==> src/rtl/note_sequencer_pkg.sv <==
// Shared types and defaults for the note sequencer and its sample-clock divider.
package note_sequencer_pkg;

  localparam int unsigned DEF_CLK_DIV = 1042;
  localparam int unsigned DEF_ADDR_W  = 20;
  localparam int unsigned DEF_CNT_W   = 16;

  typedef enum logic [2:0] {
    ST_INIT = 3'd0,
    ST_IDLE = 3'd1,
    ST_ARM  = 3'd2,
    ST_PLAY = 3'd3,
    ST_DONE = 3'd4
  } seq_state_t;

endpackage

==> src/rtl/note_sequencer_if.sv <==
// Key-request and controller-handshake bundle between the keyboard/controller side and the sequencer.
interface note_sequencer_if
  import note_sequencer_pkg::*;
#(
  parameter int unsigned ADDR_W = DEF_ADDR_W,
  parameter int unsigned CNT_W  = DEF_CNT_W
) ();

  logic              key_valid;
  logic              key_ready;
  logic [ADDR_W-1:0] note_base;
  logic [CNT_W-1:0]  note_len;
  logic              increment;
  logic              count_inc;
  logic              ctrl_init;
  logic              new_note;
  logic              sample_clk;
  logic              count_done;
  logic [ADDR_W-1:0] sample_addr;
  logic              busy;

  modport master (
    output key_valid, note_base, note_len, increment, count_inc,
    input  key_ready, ctrl_init, new_note, sample_clk, count_done, sample_addr, busy
  );

  modport slave (
    input  key_valid, note_base, note_len, increment, count_inc,
    output key_ready, ctrl_init, new_note, sample_clk, count_done, sample_addr, busy
  );

endinterface

==> src/rtl/sample_clk_divider.sv <==
// Free-running divider producing the sample_clk level (high for the upper half of each period).
module sample_clk_divider
  import note_sequencer_pkg::*;
#(
  parameter int unsigned CLK_DIV = DEF_CLK_DIV
) (
  input  logic Clk,
  input  logic Reset,
  output logic sample_clk,
  output logic tick
);

  localparam int unsigned DIV_W = (CLK_DIV > 1) ? $clog2(CLK_DIV) : 1;
  localparam logic [DIV_W-1:0] LAST = DIV_W'(CLK_DIV - 1);
  localparam logic [DIV_W-1:0] HALF = DIV_W'(CLK_DIV / 2);

  logic [DIV_W-1:0] div_cnt;
  logic [DIV_W-1:0] div_next;

  always_comb begin
    div_next = (div_cnt == LAST) ? '0 : div_cnt + DIV_W'(1);
  end

  // sample_clk is registered from the next count so it always matches div_cnt >= HALF
  always_ff @(posedge Clk) begin
    if (Reset) begin
      div_cnt    <= '0;
      sample_clk <= 1'b0;
    end else begin
      div_cnt    <= div_next;
      sample_clk <= (div_next >= HALF);
    end
  end

  assign tick = (div_cnt == LAST);

endmodule

==> src/rtl/note_sequencer.sv <==
// Note-side sequencer: accepts key requests, announces notes, and walks the sample address/count.
module note_sequencer
  import note_sequencer_pkg::*;
#(
  parameter int unsigned CLK_DIV = DEF_CLK_DIV,
  parameter int unsigned ADDR_W  = DEF_ADDR_W,
  parameter int unsigned CNT_W   = DEF_CNT_W
) (
  input  logic Clk,
  input  logic Reset,
  note_sequencer_if.slave bus
);

  localparam logic [2:0] S_INIT = ST_INIT;
  localparam logic [2:0] S_IDLE = ST_IDLE;
  localparam logic [2:0] S_ARM  = ST_ARM;
  localparam logic [2:0] S_PLAY = ST_PLAY;
  localparam logic [2:0] S_DONE = ST_DONE;

  logic [2:0]        state, state_d;
  logic              ctrl_init_q, ctrl_init_d;
  logic              new_note_q, new_note_d;
  logic [ADDR_W-1:0] addr_q, addr_d;
  logic [CNT_W-1:0]  count_q, count_d;
  logic [CNT_W-1:0]  len_q, len_d;
  logic              count_done;
  logic              div_tick_unused;

  sample_clk_divider #(.CLK_DIV(CLK_DIV)) u_div (
    .Clk        (Clk),
    .Reset      (Reset),
    .sample_clk (bus.sample_clk),
    .tick       (div_tick_unused)
  );

  // Done only counts while a note is live; IDLE keeps the stale count from the last note
  assign count_done = ((state == S_PLAY) || (state == S_DONE)) && (count_q >= len_q);

  always_ff @(posedge Clk) begin
    if (Reset) begin
      state       <= S_INIT;
      ctrl_init_q <= 1'b0;
      new_note_q  <= 1'b0;
      addr_q      <= '0;
      count_q     <= '0;
      len_q       <= CNT_W'(1);
    end else begin
      state       <= state_d;
      ctrl_init_q <= ctrl_init_d;
      new_note_q  <= new_note_d;
      addr_q      <= addr_d;
      count_q     <= count_d;
      len_q       <= len_d;
    end
  end

  always_comb begin
    state_d     = state;
    ctrl_init_d = 1'b0;
    new_note_d  = 1'b0;
    addr_d      = addr_q;
    count_d     = count_q;
    len_d       = len_q;
    case (state)
      // INIT holds one extra cycle so the init pulse is seen while still in INIT
      S_INIT: begin
        if (!ctrl_init_q) ctrl_init_d = 1'b1;
        else              state_d     = S_IDLE;
      end
      S_IDLE: begin
        if (bus.key_valid) begin
          addr_d     = bus.note_base;
          count_d    = '0;
          len_d      = (bus.note_len == '0) ? CNT_W'(1) : bus.note_len;
          new_note_d = 1'b1;
          state_d    = S_ARM;
        end
      end
      S_ARM: state_d = S_PLAY;
      S_PLAY: begin
        if (bus.increment) addr_d = addr_q + ADDR_W'(1);
        if (bus.count_inc && (count_q < len_q)) count_d = count_q + CNT_W'(1);
        if (count_done) state_d = S_DONE;
      end
      S_DONE: state_d = S_IDLE;
      default: state_d = S_INIT;
    endcase
  end

  assign bus.key_ready   = (state == S_IDLE);
  assign bus.busy        = (state == S_ARM) || (state == S_PLAY);
  assign bus.count_done  = count_done;
  assign bus.ctrl_init   = ctrl_init_q;
  assign bus.new_note    = new_note_q;
  assign bus.sample_addr = addr_q;

endmodule

==> src/flat_wrapper.sv <==
// flat-port wrapper written by rule: the top's interface ports become plain ports
module note_sequencer_flat import note_sequencer_pkg::*;
#(
  parameter int unsigned CLK_DIV = DEF_CLK_DIV,
  parameter int unsigned ADDR_W  = DEF_ADDR_W,
  parameter int unsigned CNT_W   = DEF_CNT_W
)
  (Clk, Reset, bus_key_valid, bus_note_base, bus_note_len, bus_increment, bus_count_inc, bus_key_ready, bus_ctrl_init, bus_new_note, bus_sample_clk, bus_count_done, bus_sample_addr, bus_busy);
  note_sequencer_if #(.ADDR_W(ADDR_W), .CNT_W(CNT_W)) bus_i ();
  input  logic Clk;
  input  logic Reset;
  input wire logic [$bits(bus_i.key_valid)-1:0] bus_key_valid;
  input wire logic [$bits(bus_i.note_base)-1:0] bus_note_base;
  input wire logic [$bits(bus_i.note_len)-1:0] bus_note_len;
  input wire logic [$bits(bus_i.increment)-1:0] bus_increment;
  input wire logic [$bits(bus_i.count_inc)-1:0] bus_count_inc;
  output wire logic [$bits(bus_i.key_ready)-1:0] bus_key_ready;
  output wire logic [$bits(bus_i.ctrl_init)-1:0] bus_ctrl_init;
  output wire logic [$bits(bus_i.new_note)-1:0] bus_new_note;
  output wire logic [$bits(bus_i.sample_clk)-1:0] bus_sample_clk;
  output wire logic [$bits(bus_i.count_done)-1:0] bus_count_done;
  output wire logic [$bits(bus_i.sample_addr)-1:0] bus_sample_addr;
  output wire logic [$bits(bus_i.busy)-1:0] bus_busy;
  assign bus_i.key_valid = bus_key_valid;
  assign bus_i.note_base = bus_note_base;
  assign bus_i.note_len = bus_note_len;
  assign bus_i.increment = bus_increment;
  assign bus_i.count_inc = bus_count_inc;
  assign bus_key_ready = bus_i.key_ready;
  assign bus_ctrl_init = bus_i.ctrl_init;
  assign bus_new_note = bus_i.new_note;
  assign bus_sample_clk = bus_i.sample_clk;
  assign bus_count_done = bus_i.count_done;
  assign bus_sample_addr = bus_i.sample_addr;
  assign bus_busy = bus_i.busy;
  note_sequencer #(.CLK_DIV(CLK_DIV), .ADDR_W(ADDR_W), .CNT_W(CNT_W)) u_core (.Clk(Clk), .Reset(Reset), .bus(bus_i));
endmodule
==> config.mk <==
export PLATFORM = sky130hd
export DESIGN_NAME = note_sequencer_flat
export DESIGN_NICKNAME = d
export VERILOG_FILES = /design/src/rtl/note_sequencer_pkg.sv /design/src/rtl/note_sequencer_if.sv /design/src/rtl/sample_clk_divider.sv /design/src/rtl/note_sequencer.sv /design/src/flat_wrapper.sv
export SDC_FILE = /design/constraint.sdc
export NUM_CORES = 1
export LEC_CHECK = 0
export ABC_CLOCK_PERIOD_IN_PS = 5500
export CORE_ASPECT_RATIO = 0.75
export CORE_MARGIN = 3
export CORE_UTILIZATION = 50
export DETAILED_ROUTE_END_ITERATION = 16
export PLACE_DENSITY = 0.82
export SETUP_SLACK_MARGIN = 0.5
export SYNTH_ARGS = -nofsm -noshare
export SYNTH_HDL_FRONTEND = slang
export SYNTH_HIERARCHICAL = 1
export SYNTH_SLANG_ARGS = --single-unit
==> constraint.sdc <==
create_clock -name Clk -period 5.5 [get_ports Clk]
set_input_delay 1.1 -clock Clk [delete_from_list [all_inputs] [get_ports Clk]]
set_output_delay 1.1 -clock Clk [all_outputs]
set_load 0.05 [all_outputs]
==> results by group <==
Timing
  • Rel. slew slack: 35.77%
  • Fin Setup TNS: 0 ns
  • Setup-failing EPs final: 0
  • Clk_skew: 0.007976 ns
  • Fin. Hold Viols: 0
  • Worst slew pin tran: 0.9634 ns
  • Post-route clock period utilization: 77.03%
  • Max Slew Vio Count: 0
  • FMAX: 236.0 MHz
  • Setup ws final: 1.264 ns
  • RSZ-0062 raised after global routing: false
  • Minimum clock period: 4.236 ns

Yosys
  • Ranking of synthesized cells by area: dfxtp_1, nand2_1, a21oi_1
  • Largest area contributor in the netlist: dfxtp_1
  • Synth top area share: 34.30%
  • Most frequent cell after synthesis: nand2_1
  • Post-Syn Instances: 510
  • Post-synth top cells: nand2_1, dfxtp_1, a21oi_1
  • Distinct cell type count after synthesis: 64
  • Mapped Area: 0.004028 mm2
  • Seq cells post-synth: 69
  • Async set-or-reset flop fraction in the synthesized netlist: 0%
  • Synth Area per Inst: 7.897 um2
  • Most used DFF post-synth: dfxtp_1
  • Register area share after synthesis: 34.30%
  • Number of flops mapped to enable cells by yosys: 0
  • Syn. warnings: 6
  • Syn nets: 571

GRT
  • Global-route wire length before repair: 17380 um
  • Largest net degree at the start of global routing: 44
  • GRT Residual Overflow: 0
  • Vias in the first global route: 3743
  • Antenna violations before repair: 0
  • Gr usage total: 23.13%

Power
  • Leakage: 1.761 nW
  • VDD IR max: 0.1495 mV
  • PwrDens: 282.0 mW/mm2

Die
  • Horiz. Die Dim: 109.6 um
  • I/O pin total: 67
  • Area of the core: 0.007567 mm2
  • Starting Density: 53.22%
  • Site row count: 27
  • Die area: 0.009179 mm2
  • Die Span Y: 83.73 um

Drt
  • Drt pass-1 iters: 5
  • Routed via count: 3956
  • Avg WL per Cell: 15.66 um
  • Routed WL: 10370 um
  • DRT antenna net count: 0
  • Via-to-Cell Ratio: 5.976
  • Detailed-route DRC error count: 0
  • Drt first-iter violations: 291

Critical path
  • Reg2Reg Setup Slack: 2.81 ns
  • Setup crit end kind: output port
  • Cell Chain, Critical Path: inv_1 -> ha_1 -> nand4_2 -> or4_4 -> a21o_4 -> nand3_1 -> nor2_1 -> nor2_1 -> clkdlybuf4s50_1
  • Worst path max stage delay: 0.81 ns
  • Slowest-stage cell, CP: clkdlybuf4s50_1
  • Worst reg2reg startpoint: u_core/state[0]
  • Most frequent cell on the critical path: nor2_1
  • WP data required: 4.40 ns
  • R2r endpoint: u_core/bus.sample_addr[17]
  • Peak fanout along the critical path: 3
  • Reg2reg path depth: 6
  • Crit path kind: reg2out
  • Critical Path Source Type: flop
  • Worst Path Arrival: 3.14 ns

Finish
  • Multi-input gate area: 0.002390 mm2
  • Fin area: 0.004882 mm2
  • Sequential cell area: 0.001381 mm2
  • Synth-to-layout area growth: 21.22%
  • Diode count: 0
  • Fillers: 667
  • Layout cells sized above 1: 7.130%
  • Nets@finish: 617

CTS
  • TritonCTS clock tree: done
  • Post_cts resized: 0
  • CTS buffer count: 9
  • Setup bufs post-CTS: 0
  • Hold-fix buffers at CTS: 0
  • CTS clk-pin slew, worst paths: 0.07 ns
  • CTS max path bufs: 2
  • H-tree depth: 3
  • Clk sink count: 69
  • Clock Latency Late Sink: 0.35 ns
  • Root buf cell: clkbuf_8

Worst hold path
  • Hold depth: 2
  • Hold-critical path endpoint: u_core/len_q[7]
  • HP Class: reg2reg
  • Hold Crit Start: u_core/len_q[7]

Place
  • Placer congestion estimate: 0.9078
  • Dpl ws: 1.666 ns
  • Placed cell area: 0.004667 mm2
  • Dpl hpwl: 7212 um
  • Buffers on Ports: 66

Run status
  • Outcome: completed

Run
  • Max_cap viols: 0
-- worst max path at each step --
| stage | startpoint | endpoint | slack (ns) | cells after the start |
|---|---|---|---|---|
| after CTS | u_core/len_q[13] | bus_count_done | 1.25 | 9 |
| after detailed placement | u_core/len_q[13] | bus_count_done | 1.67 | 9 |
| after global placement | u_core/len_q[13] | bus_count_done | 1.69 | 9 |
| after global routing | u_core/len_q[13] | bus_count_done | 1.11 | 9 |
| after floorplan | u_core/len_q[13] | bus_count_done | 2.05 | 8 |
| final | u_core/len_q[13] | bus_count_done | 1.26 | 9 |
-- area by class of cell --
type | instances | share of cell area [%]
inverter | 21 | 1.615
clock inverter | 6 | 1.794
tap | 101 | 2.588
clock buffer | 10 | 2.614
sequential | 69 | 28.29
timing repair buffer | 70 | 14.15
multi-input combinational | 385 | 48.95
-- registers in the layout, indices dropped and copies added (netlist names) --
register and count:
u_core/bus.sample_addr 20, u_core/count_q 16, u_core/len_q 16, u_core/state 3, u_core/bus.new_note 1, u_core/u_div/div_cnt 11
u_core/u_div/sample_clk 1, u_core/bus.ctrl_init 1
-- critical path: cells and delay by family, from the launching register on --
kind	cells	cell delay [ns]
and+or+nand+nor	5	1.08
buffers and inverters	2	0.86
DFF	1	0.34
adders and majority gates	1	0.31
AOI/OAI and AO/OA	1	0.21
-- per-layer routing --
metal,vias up,track usage (%),part of all wire (%)
met2,158,34.02,44
met1,1838,33.03,48
li1,1944,-,-
met5,-,0,0
met3,16,5.723,7.3
met4,0,7.248,1.3
-- cells by family (layout without fill, tap and decap cells) --
logic type,Yosys count,in the layout,synth area share [%]
AND/OR/NAND/NOR,217,217,27.00
AO/OA/AOI/OAI,139,139,24.17
flip-flops,69,69,34.30
buffers and inverters,56,107,6.369
adder cells (fa/ha/maj),20,20,6.213
XOR/XNOR,9,9,1.957
-- through the flow --
step | std cells | hold slack, ns | utilization [%] | power [mW]
after floorplan | 510 | 0.4363 | - | 0.8134
after detailed placement | 646 | 0.4472 | 61.67 | 0.9267
after CTS | 662 | 0.4574 | 64.52 | 1.380
after global placement | 646 | 0.4450 | 61.67 | 0.9165
final | 662 | 0.4550 | 64.52 | 1.377
after global routing | 662 | 0.4776 | 64.52 | 1.438
-- power breakdown --
group | switching [mW] | internal, mW | total [mW]
Combinational | 0.214 | 0.134 | 0.349
Sequential | 0.0371 | 0.533 | 0.571
Clock | 0.203 | 0.255 | 0.457
Total | 0.454 | 0.922 | 1.38
-- cells in the final DEF, fill, tap and decap left out, drive strengths merged, types with 4 or more instances in the layout --
cell and instances:
a2bb2oi 4, nor3 17, nor2 52, nor4 4
a2111o 10, a21oi 56, o211ai 4, clkbuf 10
nand2 77, o221a 4, xor2 5, buf 4
clkdlybuf4s50 66, o22ai 5, xnor2 4, nand4 13
o2111ai 10, ha 20, nand3 18, and2 5
nor3b 4, dfxtp 69, inv 21, o21ai 15
and3 12, a22o 4
Power figures use the tool's default switching activity.
